## src/rtl/alu_seq_unit.sv

```systemverilog
// ---------------------------------------------------------------------------
// alu_seq_unit
//   Registered ALU with a valid/ready handshake on the request side and on the
//   result side. Most opcodes finish in one cycle. Popcount (0x8) and CRC (0x9)
//   run bit-serially over M CALC cycles, taking one bit of A per cycle, MSB first.
//
// Handshake: a transfer happens on a rising edge where valid & ready are both
//   high. The producer holds valid and the payload until that edge. o_valid
//   stays high, with a stable payload, until i_ready is sampled high.
//
// Ports
//   i_clk, i_rst          clock, asynchronous active-high reset
//   i_valid / o_ready     request handshake; o_ready is high only in IDLE
//   i_argA, i_argB        operands, captured on accept
//   i_oper                opcode, captured on accept
//   o_valid / i_ready     result handshake
//   o_result              registered result
//   o_PF, o_NF            parity / inverted parity of o_result
//   o_BF1, o_BF0          exactly one 1 / exactly one 0 in o_result
//   o_ERR                 illegal opcode
// ---------------------------------------------------------------------------
module alu_seq_unit #(
    parameter int M     = 8,
    parameter int N     = 4,
    parameter int CRC_W = 4
) (
    input  logic         i_clk,
    input  logic         i_rst,
    input  logic         i_valid,
    output logic         o_ready,
    input  logic [M-1:0] i_argA,
    input  logic [M-1:0] i_argB,
    input  logic [N-1:0] i_oper,
    output logic         o_valid,
    input  logic         i_ready,
    output logic [M-1:0] o_result,
    output logic         o_PF,
    output logic         o_NF,
    output logic         o_BF1,
    output logic         o_BF0,
    output logic         o_ERR
);

    localparam int CNT_W = (M > 1) ? $clog2(M) : 1;

    localparam logic [1:0] S_IDLE = 2'd0;
    localparam logic [1:0] S_CALC = 2'd1;
    localparam logic [1:0] S_DONE = 2'd2;

    localparam logic [N-1:0] OP_ADD   = N'(0);
    localparam logic [N-1:0] OP_OR    = N'(1);
    localparam logic [N-1:0] OP_NOR   = N'(2);
    localparam logic [N-1:0] OP_SHL   = N'(3);
    localparam logic [N-1:0] OP_SAR   = N'(4);
    localparam logic [N-1:0] OP_GRAY  = N'(5);
    localparam logic [N-1:0] OP_U1U2  = N'(6);
    localparam logic [N-1:0] OP_THERM = N'(7);
    localparam logic [N-1:0] OP_POP   = N'(8);
    localparam logic [N-1:0] OP_CRC   = N'(9);
    localparam logic [N-1:0] OP_PRIO  = N'(10);

    localparam logic [M-1:0]     LP_M    = M'(M);
    localparam logic [CNT_W-1:0] LP_LAST = CNT_W'(M - 1);

    // FSM and serial-engine state
    logic [1:0]       r_state;
    logic [CNT_W-1:0] r_cnt;
    logic [M-1:0]     r_shift;   // captured A, shifted left so the MSB is the current bit
    logic [M-1:0]     r_acc;     // popcount accumulator
    logic [CRC_W-1:0] r_crc;     // CRC remainder register
    logic [CRC_W-1:0] r_poly;    // generator low bits (leading x^CRC_W is implicit)
    logic             r_is_crc;

    // Output registers
    logic [M-1:0] r_result;
    logic         r_pf;
    logic         r_nf;
    logic         r_bf1;
    logic         r_bf0;
    logic         r_err;

    // Single-cycle datapath, evaluated on the live inputs during IDLE
    logic signed [M-1:0] w_sar;
    logic [M-1:0]        w_prio;
    logic [M-1:0]        w_single;
    logic                w_illegal;
    logic                w_serial;

    // Serial step
    logic             w_bit;
    logic [M-1:0]     w_pop_next;
    logic             w_fb;
    logic [CRC_W-1:0] w_crc_next;
    logic [M-1:0]     w_calc_res;
    logic             w_last;
    logic [M-1:0]     w_res_load;

    assign o_ready  = (r_state == S_IDLE) & ~i_rst;
    assign o_valid  = (r_state == S_DONE);
    assign o_result = r_result;
    assign o_PF     = r_pf;
    assign o_NF     = r_nf;
    assign o_BF1    = r_bf1;
    assign o_BF0    = r_bf0;
    assign o_ERR    = r_err;

    // Kept in its own signed net so the surrounding unsigned mux cannot turn
    // the arithmetic shift into a logical one.
    assign w_sar = $signed(i_argA) >>> i_argB;

    always_comb begin
        w_prio = '1;
        for (int i = 0; i < M; i++) begin
            if (i_argA[i]) begin
                w_prio = M'(i);
            end
        end
    end

    always_comb begin
        w_single  = '0;
        w_illegal = 1'b0;
        w_serial  = 1'b0;
        case (i_oper)
            OP_ADD:   w_single = i_argA + i_argB;
            OP_OR:    w_single = i_argA | i_argB;
            OP_NOR:   w_single = ~(i_argA | i_argB);
            OP_SHL:   w_single = (i_argB >= LP_M) ? '0 : (i_argA << i_argB);
            OP_SAR: begin
                if (i_argB >= LP_M) begin
                    w_single = {M{i_argA[M-1]}};
                end else begin
                    w_single = w_sar;
                end
            end
            OP_GRAY:  w_single = i_argA ^ (i_argA >> 1);
            OP_U1U2:  w_single = i_argA[M-1] ? (i_argA + 1'b1) : i_argA;
            // A shift of M or more clears the mask, so the inversion saturates to all ones.
            OP_THERM: w_single = ~({M{1'b1}} << i_argA);
            OP_POP:   w_serial = 1'b1;
            OP_CRC:   w_serial = 1'b1;
            OP_PRIO:  w_single = w_prio;
            default:  w_illegal = 1'b1;
        endcase
    end

    // One bit of A per CALC cycle. The CRC step is the usual MSB-first LFSR,
    // which leaves (A * x^CRC_W) mod generator after M steps.
    assign w_bit      = r_shift[M-1];
    assign w_pop_next = r_acc + {{(M-1){1'b0}}, w_bit};
    assign w_fb       = r_crc[CRC_W-1] ^ w_bit;
    assign w_crc_next = {r_crc[CRC_W-2:0], 1'b0} ^ (w_fb ? r_poly : '0);
    assign w_calc_res = r_is_crc ? {{(M-CRC_W){1'b0}}, w_crc_next} : w_pop_next;
    assign w_last     = (r_cnt == LP_LAST);
    assign w_res_load = (r_state == S_CALC) ? w_calc_res : w_single;

    always_ff @(posedge i_clk or posedge i_rst) begin
        if (i_rst) begin
            r_state  <= S_IDLE;
            r_cnt    <= '0;
            r_shift  <= '0;
            r_acc    <= '0;
            r_crc    <= '0;
            r_poly   <= '0;
            r_is_crc <= 1'b0;
            r_result <= '0;
            r_pf     <= 1'b0;
            r_nf     <= 1'b0;
            r_bf1    <= 1'b0;
            r_bf0    <= 1'b0;
            r_err    <= 1'b0;
        end else begin
            case (r_state)
                S_IDLE: begin
                    if (i_valid) begin
                        if (w_serial) begin
                            r_state  <= S_CALC;
                            r_cnt    <= '0;
                            r_shift  <= i_argA;
                            r_acc    <= '0;
                            r_crc    <= '0;
                            r_poly   <= i_argB[CRC_W-1:0];
                            r_is_crc <= (i_oper == OP_CRC);
                        end else begin
                            r_state  <= S_DONE;
                            r_result <= w_res_load;
                            r_pf     <= ^w_res_load;
                            r_nf     <= ~^w_res_load;
                            r_bf1    <= $onehot(w_res_load);
                            r_bf0    <= $onehot(~w_res_load);
                            r_err    <= w_illegal;
                        end
                    end
                end
                S_CALC: begin
                    r_shift <= {r_shift[M-2:0], 1'b0};
                    r_acc   <= w_pop_next;
                    r_crc   <= w_crc_next;
                    r_cnt   <= r_cnt + 1'b1;
                    if (w_last) begin
                        r_state  <= S_DONE;
                        r_cnt    <= '0;
                        r_result <= w_res_load;
                        r_pf     <= ^w_res_load;
                        r_nf     <= ~^w_res_load;
                        r_bf1    <= $onehot(w_res_load);
                        r_bf0    <= $onehot(~w_res_load);
                        r_err    <= 1'b0;
                    end
                end
                S_DONE: begin
                    if (i_ready) begin
                        r_state <= S_IDLE;
                    end
                end
                default: r_state <= S_IDLE;
            endcase
        end
    end

endmodule

```

## config.mk

```make
export PLATFORM = sky130hd
export DESIGN_NAME = alu_seq_unit
export DESIGN_NICKNAME = d
export VERILOG_FILES = /design/src/rtl/alu_seq_unit.sv
export SDC_FILE = /design/constraint.sdc
export NUM_CORES = 1
export LEC_CHECK = 0
export ABC_AREA = 0
export CAP_MARGIN = 20
export CORE_MARGIN = 5
export CORE_UTILIZATION = 60
export DETAILED_ROUTE_END_ITERATION = 8
export PLACE_DENSITY = 0.83
export SLEW_MARGIN = 20
export SYNTH_ARGS = -nofsm -noshare
export SYNTH_HDL_FRONTEND = slang
export SYNTH_SLANG_ARGS = --single-unit
export TNS_END_PERCENT = 50
```

## constraint.sdc

```tcl
create_clock -name i_clk -period 5.8 [get_ports i_clk]
set_clock_uncertainty 0.05 [all_clocks]
set_input_delay 1.45 -clock i_clk [delete_from_list [all_inputs] [get_ports i_clk]]
set_output_delay 1.45 -clock i_clk [all_outputs]
set_load 0.03 [all_outputs]
```

==> flow_summary.toml <==
[layout]
layout-drive-gt1-share = 0.2800
area_growth_syn_to_layout_pct = 36.28
nets = 767
antenna_cells = 0
final_cells = 799

[worst_setup_path]
endpoint_kind = "register"
cp_common_cell = "inv_1"
critical_path_required_ns = 5.99
path_delay_family = "adder cells"
crit_arrival_ns = 5.87
worstSetupPathType = "in2reg"
max_stage_delay_ns = 0.53
cpMaxStageDelayCell = "fa_1"
crit_buf_inv = 7
worst-path-stages = 21
cp-start-kind = "primary input"
reg2regPathDepth = 17
crit_chain = "clkdlybuf4s50_1 -> inv_1 -> ha_2 -> nand3_1 -> a21boi_0 -> buf_4 -> nor3_2 -> o32a_1 -> inv_2 -> fa_2 -> fa_1 -> fa_1 -> inv_1 -> ha_2 -> inv_1 -> fa_1 -> inv_1 -> nand3_1 -> o21ai_1 -> nand4_1 -> nand2_1"
cp_max_fo = 4

[synth]
yosysMostFrequentCell = "nand2_1"
synth_flop_cell = "dfrtp_1"
synth_mux_area_frac = 0.04191
ys_warn_count = 0
synth_top_area_frac = 0.2436
syn_nets = 627
synth_compound_area_frac = 0.2538
netlist_top_cells_count = "nand2_1, o21ai_0, nor2_1"
synthesis.area_um2 = 4418
synth_top_family_by_area = "compound AO/OA/AOI/OAI gates"
synthArstFlopShare = 1.000
synth_xor_area_frac = 0.04871
post_synth_num_cell_types = 69
synth-seq-cells = 43
synthSimpleGateAreaFrac = 0.2099
syn_inst = 559
ys_top_cells_by_area = "dfrtp_1, ha_1, o21ai_0"
synth_edf_count = 0
synth.largest_area_cell = "dfrtp_1"
seq_area_frac_synth = 0.2436
synth_adder_area_share = 0.1382
avgSynthCellArea_um2 = 7.903

[clock_tree]
htree_levels = 2
tritoncts = "built"
clk_latency_ns = 0.29
clkTransAtPathRegs_ns = 0.09
clockBufferDepth = 2
clock-root-buffer = "clkbuf_8"
ctsHoldBuffers = 0
clkSinkCount = 43
cts_buffers = 5

[grt]
globalRouteOverflowTotal = 0
grt_max_degree = 44
grt_pass1_vias = 4782
grt_pass1_wl_um = 23710
track_usage = 0.3359
antenna_found_initial = 0

[timing]
hold_viol_final = 0
setup_viol = 0
slew_headroom = 0.5200
max_freq_ghz = 0.1759
worst_pin_slew_ns = 0.7193
whs_ns = 0.4353
setup_tns_ns = 0
fin_crit_sh = 0.9802
slew_violations = 0
fin_crit_ns = 5.685
fin_ws_ns = 0.1147

[power]
ir_drop_mv = 0.2497
p_total_mw = 1.695
leakage_nw = 2.809
cellPowerDensity_nw_per_um2 = 281.6

[flow_run]
maxCapViolations = 0

[die]
io_pins = 39
rows = 31
fp.dieW_um = 95.81
die_area_um2 = 9180
start_util = 0.6124
core-area_um2 = 7214
dieHeight_um = 95.81

[detailed_routing]
route.vias.total = 4991
dr.pass1.iters = 5
via_per_inst = 6.247
first_iter_violations = 592
drc = 0
routed_wl_um = 15330
wl_per_cell_um = 19.19
ant_nets = 0

[placement]
dp.cells = 779
dp_slack_ns = -0.5503
gp_congestion = 1.073
port_buffers = 38
dp_hpwl_um = 11850

[worst_hold_path]
min_path_type = "reg2reg"
hold_path_depth = 2

[run_status]
outcome = "completed"
[cell families (layout without fill, tap and decap cells)]
kind of cell / count (synthesis) / count (layout)
flip-flops: 43 / 43
multiplexers: 15 / 15
XOR/XNOR: 23 / 23
AO/OA/AOI/OAI: 173 / 173
AND/OR/NAND/NOR: 189 / 189
buffers and inverters: 72 / 213
adder cells (fa/ha/maj): 44 / 44
[area by class of cell]
cell class	count	area, um2
Multi-Input combinational cell	444	3182
Timing Repair Buffer	169	1419
Fill cell	457	1194
Sequential cell	43	1076
Inverter	36	135.1
Tap cell	99	123.9
Clock buffer	6	72.57
Clock inverter	2	12.51
[path summary, 6_finish.rpt]
kind / from / endpoint / slack, ns
worst max-delay path: i_argB[2] / o_BF1$_DFFE_PP0P_ / 0.11
worst min-delay path: r_shift[5]$_DFFE_PP0P_ / r_shift[5]$_DFFE_PP0P_ / 0.44
worst max register to register: r_state[1]$_DFFE_PP0P_ / o_BF1$_DFFE_PP0P_ / 1.28
worst min register to register: r_shift[5]$_DFFE_PP0P_ / r_shift[5]$_DFFE_PP0P_ / 0.44
max in group asynchronous: i_rst / r_shift[3]$_DFFE_PP0P_ / 3.74
min in group asynchronous: i_rst / o_result[7]$_DFFE_PP0P_ / 1.59
[per-layer routing]
layer / up-vias / wire, um / part of all wire / track usage
li1: 2296 / - / - / -
met1: 2343 / 6241 / 0.41 / 0.4462
met2: 281 / 6897 / 0.45 / 0.5339
met3: 71 / 1440 / 0.094 / 0.07037
met4: 0 / 754 / 0.049 / 0.1339
met5: - / 0 / 0 / 0
[where the power goes]
part	leakage (nW)	total [mW]	switching [mW]	internal (mW)
clock	0.0412	0.191	0.106	0.0844
sequential	0.552	0.529	0.103	0.426
combinational	2.22	0.976	0.538	0.438
total	2.81	1.70	0.747	0.948
[flip-flops by register name, indices dropped and copies added (netlist names)]
| signal | count |
|---|---|
| r_crc | 4 |
| o_BF1 | 1 |
| r_poly | 4 |
| r_is_crc | 1 |
| r_acc | 8 |
| o_NF | 1 |
| r_cnt | 3 |
| r_state | 2 |
| o_result | 8 |
| o_BF0 | 1 |
| r_shift | 8 |
| o_ERR | 1 |
| o_PF | 1 |
[layout by cell type (no fill, tap or decap), types with 10 or more instances in the layout]
| cell | synthesis | final |
|---|---|---|
| dfrtp_1 | 43 | 43 |
| buf_4 | 0 | 125 |
| xor2_1 | 10 | 10 |
| inv_1 | 34 | 27 |
| a21oi_1 | 37 | 34 |
| xnor2_1 | 12 | 12 |
| o21ai_0 | 53 | 48 |
| clkdlybuf4s50_1 | 0 | 24 |
| ha_1 | 36 | 29 |
| nand3_1 | 16 | 15 |
| nand4_1 | 10 | 10 |
| nand2_1 | 62 | 61 |
| nor3_1 | 14 | 13 |
| nor2_1 | 47 | 44 |
[what timing repair did]
item / in CTS / in global routing
pin swaps: 15 / 23
setup buffers: 7 / 5
endpoints found under the hold margin: 0 / 0
endpoints found under the setup margin: 2 / 2
resized for setup: 23 / 45
[worst reg2reg max path: stages, from the launching register on]
cell      delay, ns
dfrtp_1        0.56
nand2b_1       0.46
buf_4          0.27
o21a_2         0.25
o32a_1         0.23
inv_2          0.06
fa_2           0.59
fa_1           0.45
fa_1           0.45
inv_1          0.07
ha_2           0.17
inv_1          0.05
fa_1           0.35
inv_1          0.08
nand3_1        0.08
o21ai_1        0.09
nand4_1        0.11
nand2_1        0.10
[through the flow]
step | util | cell area [um2]
floorplan | - | 4418
global placement | 0.7908 | 5705
detailed placement | 0.7908 | 5705
CTS | 0.8137 | 5871
global route | 0.8345 | 6021
finish | 0.8345 | 6021
Note: power is estimated with default switching activity, not from simulation.
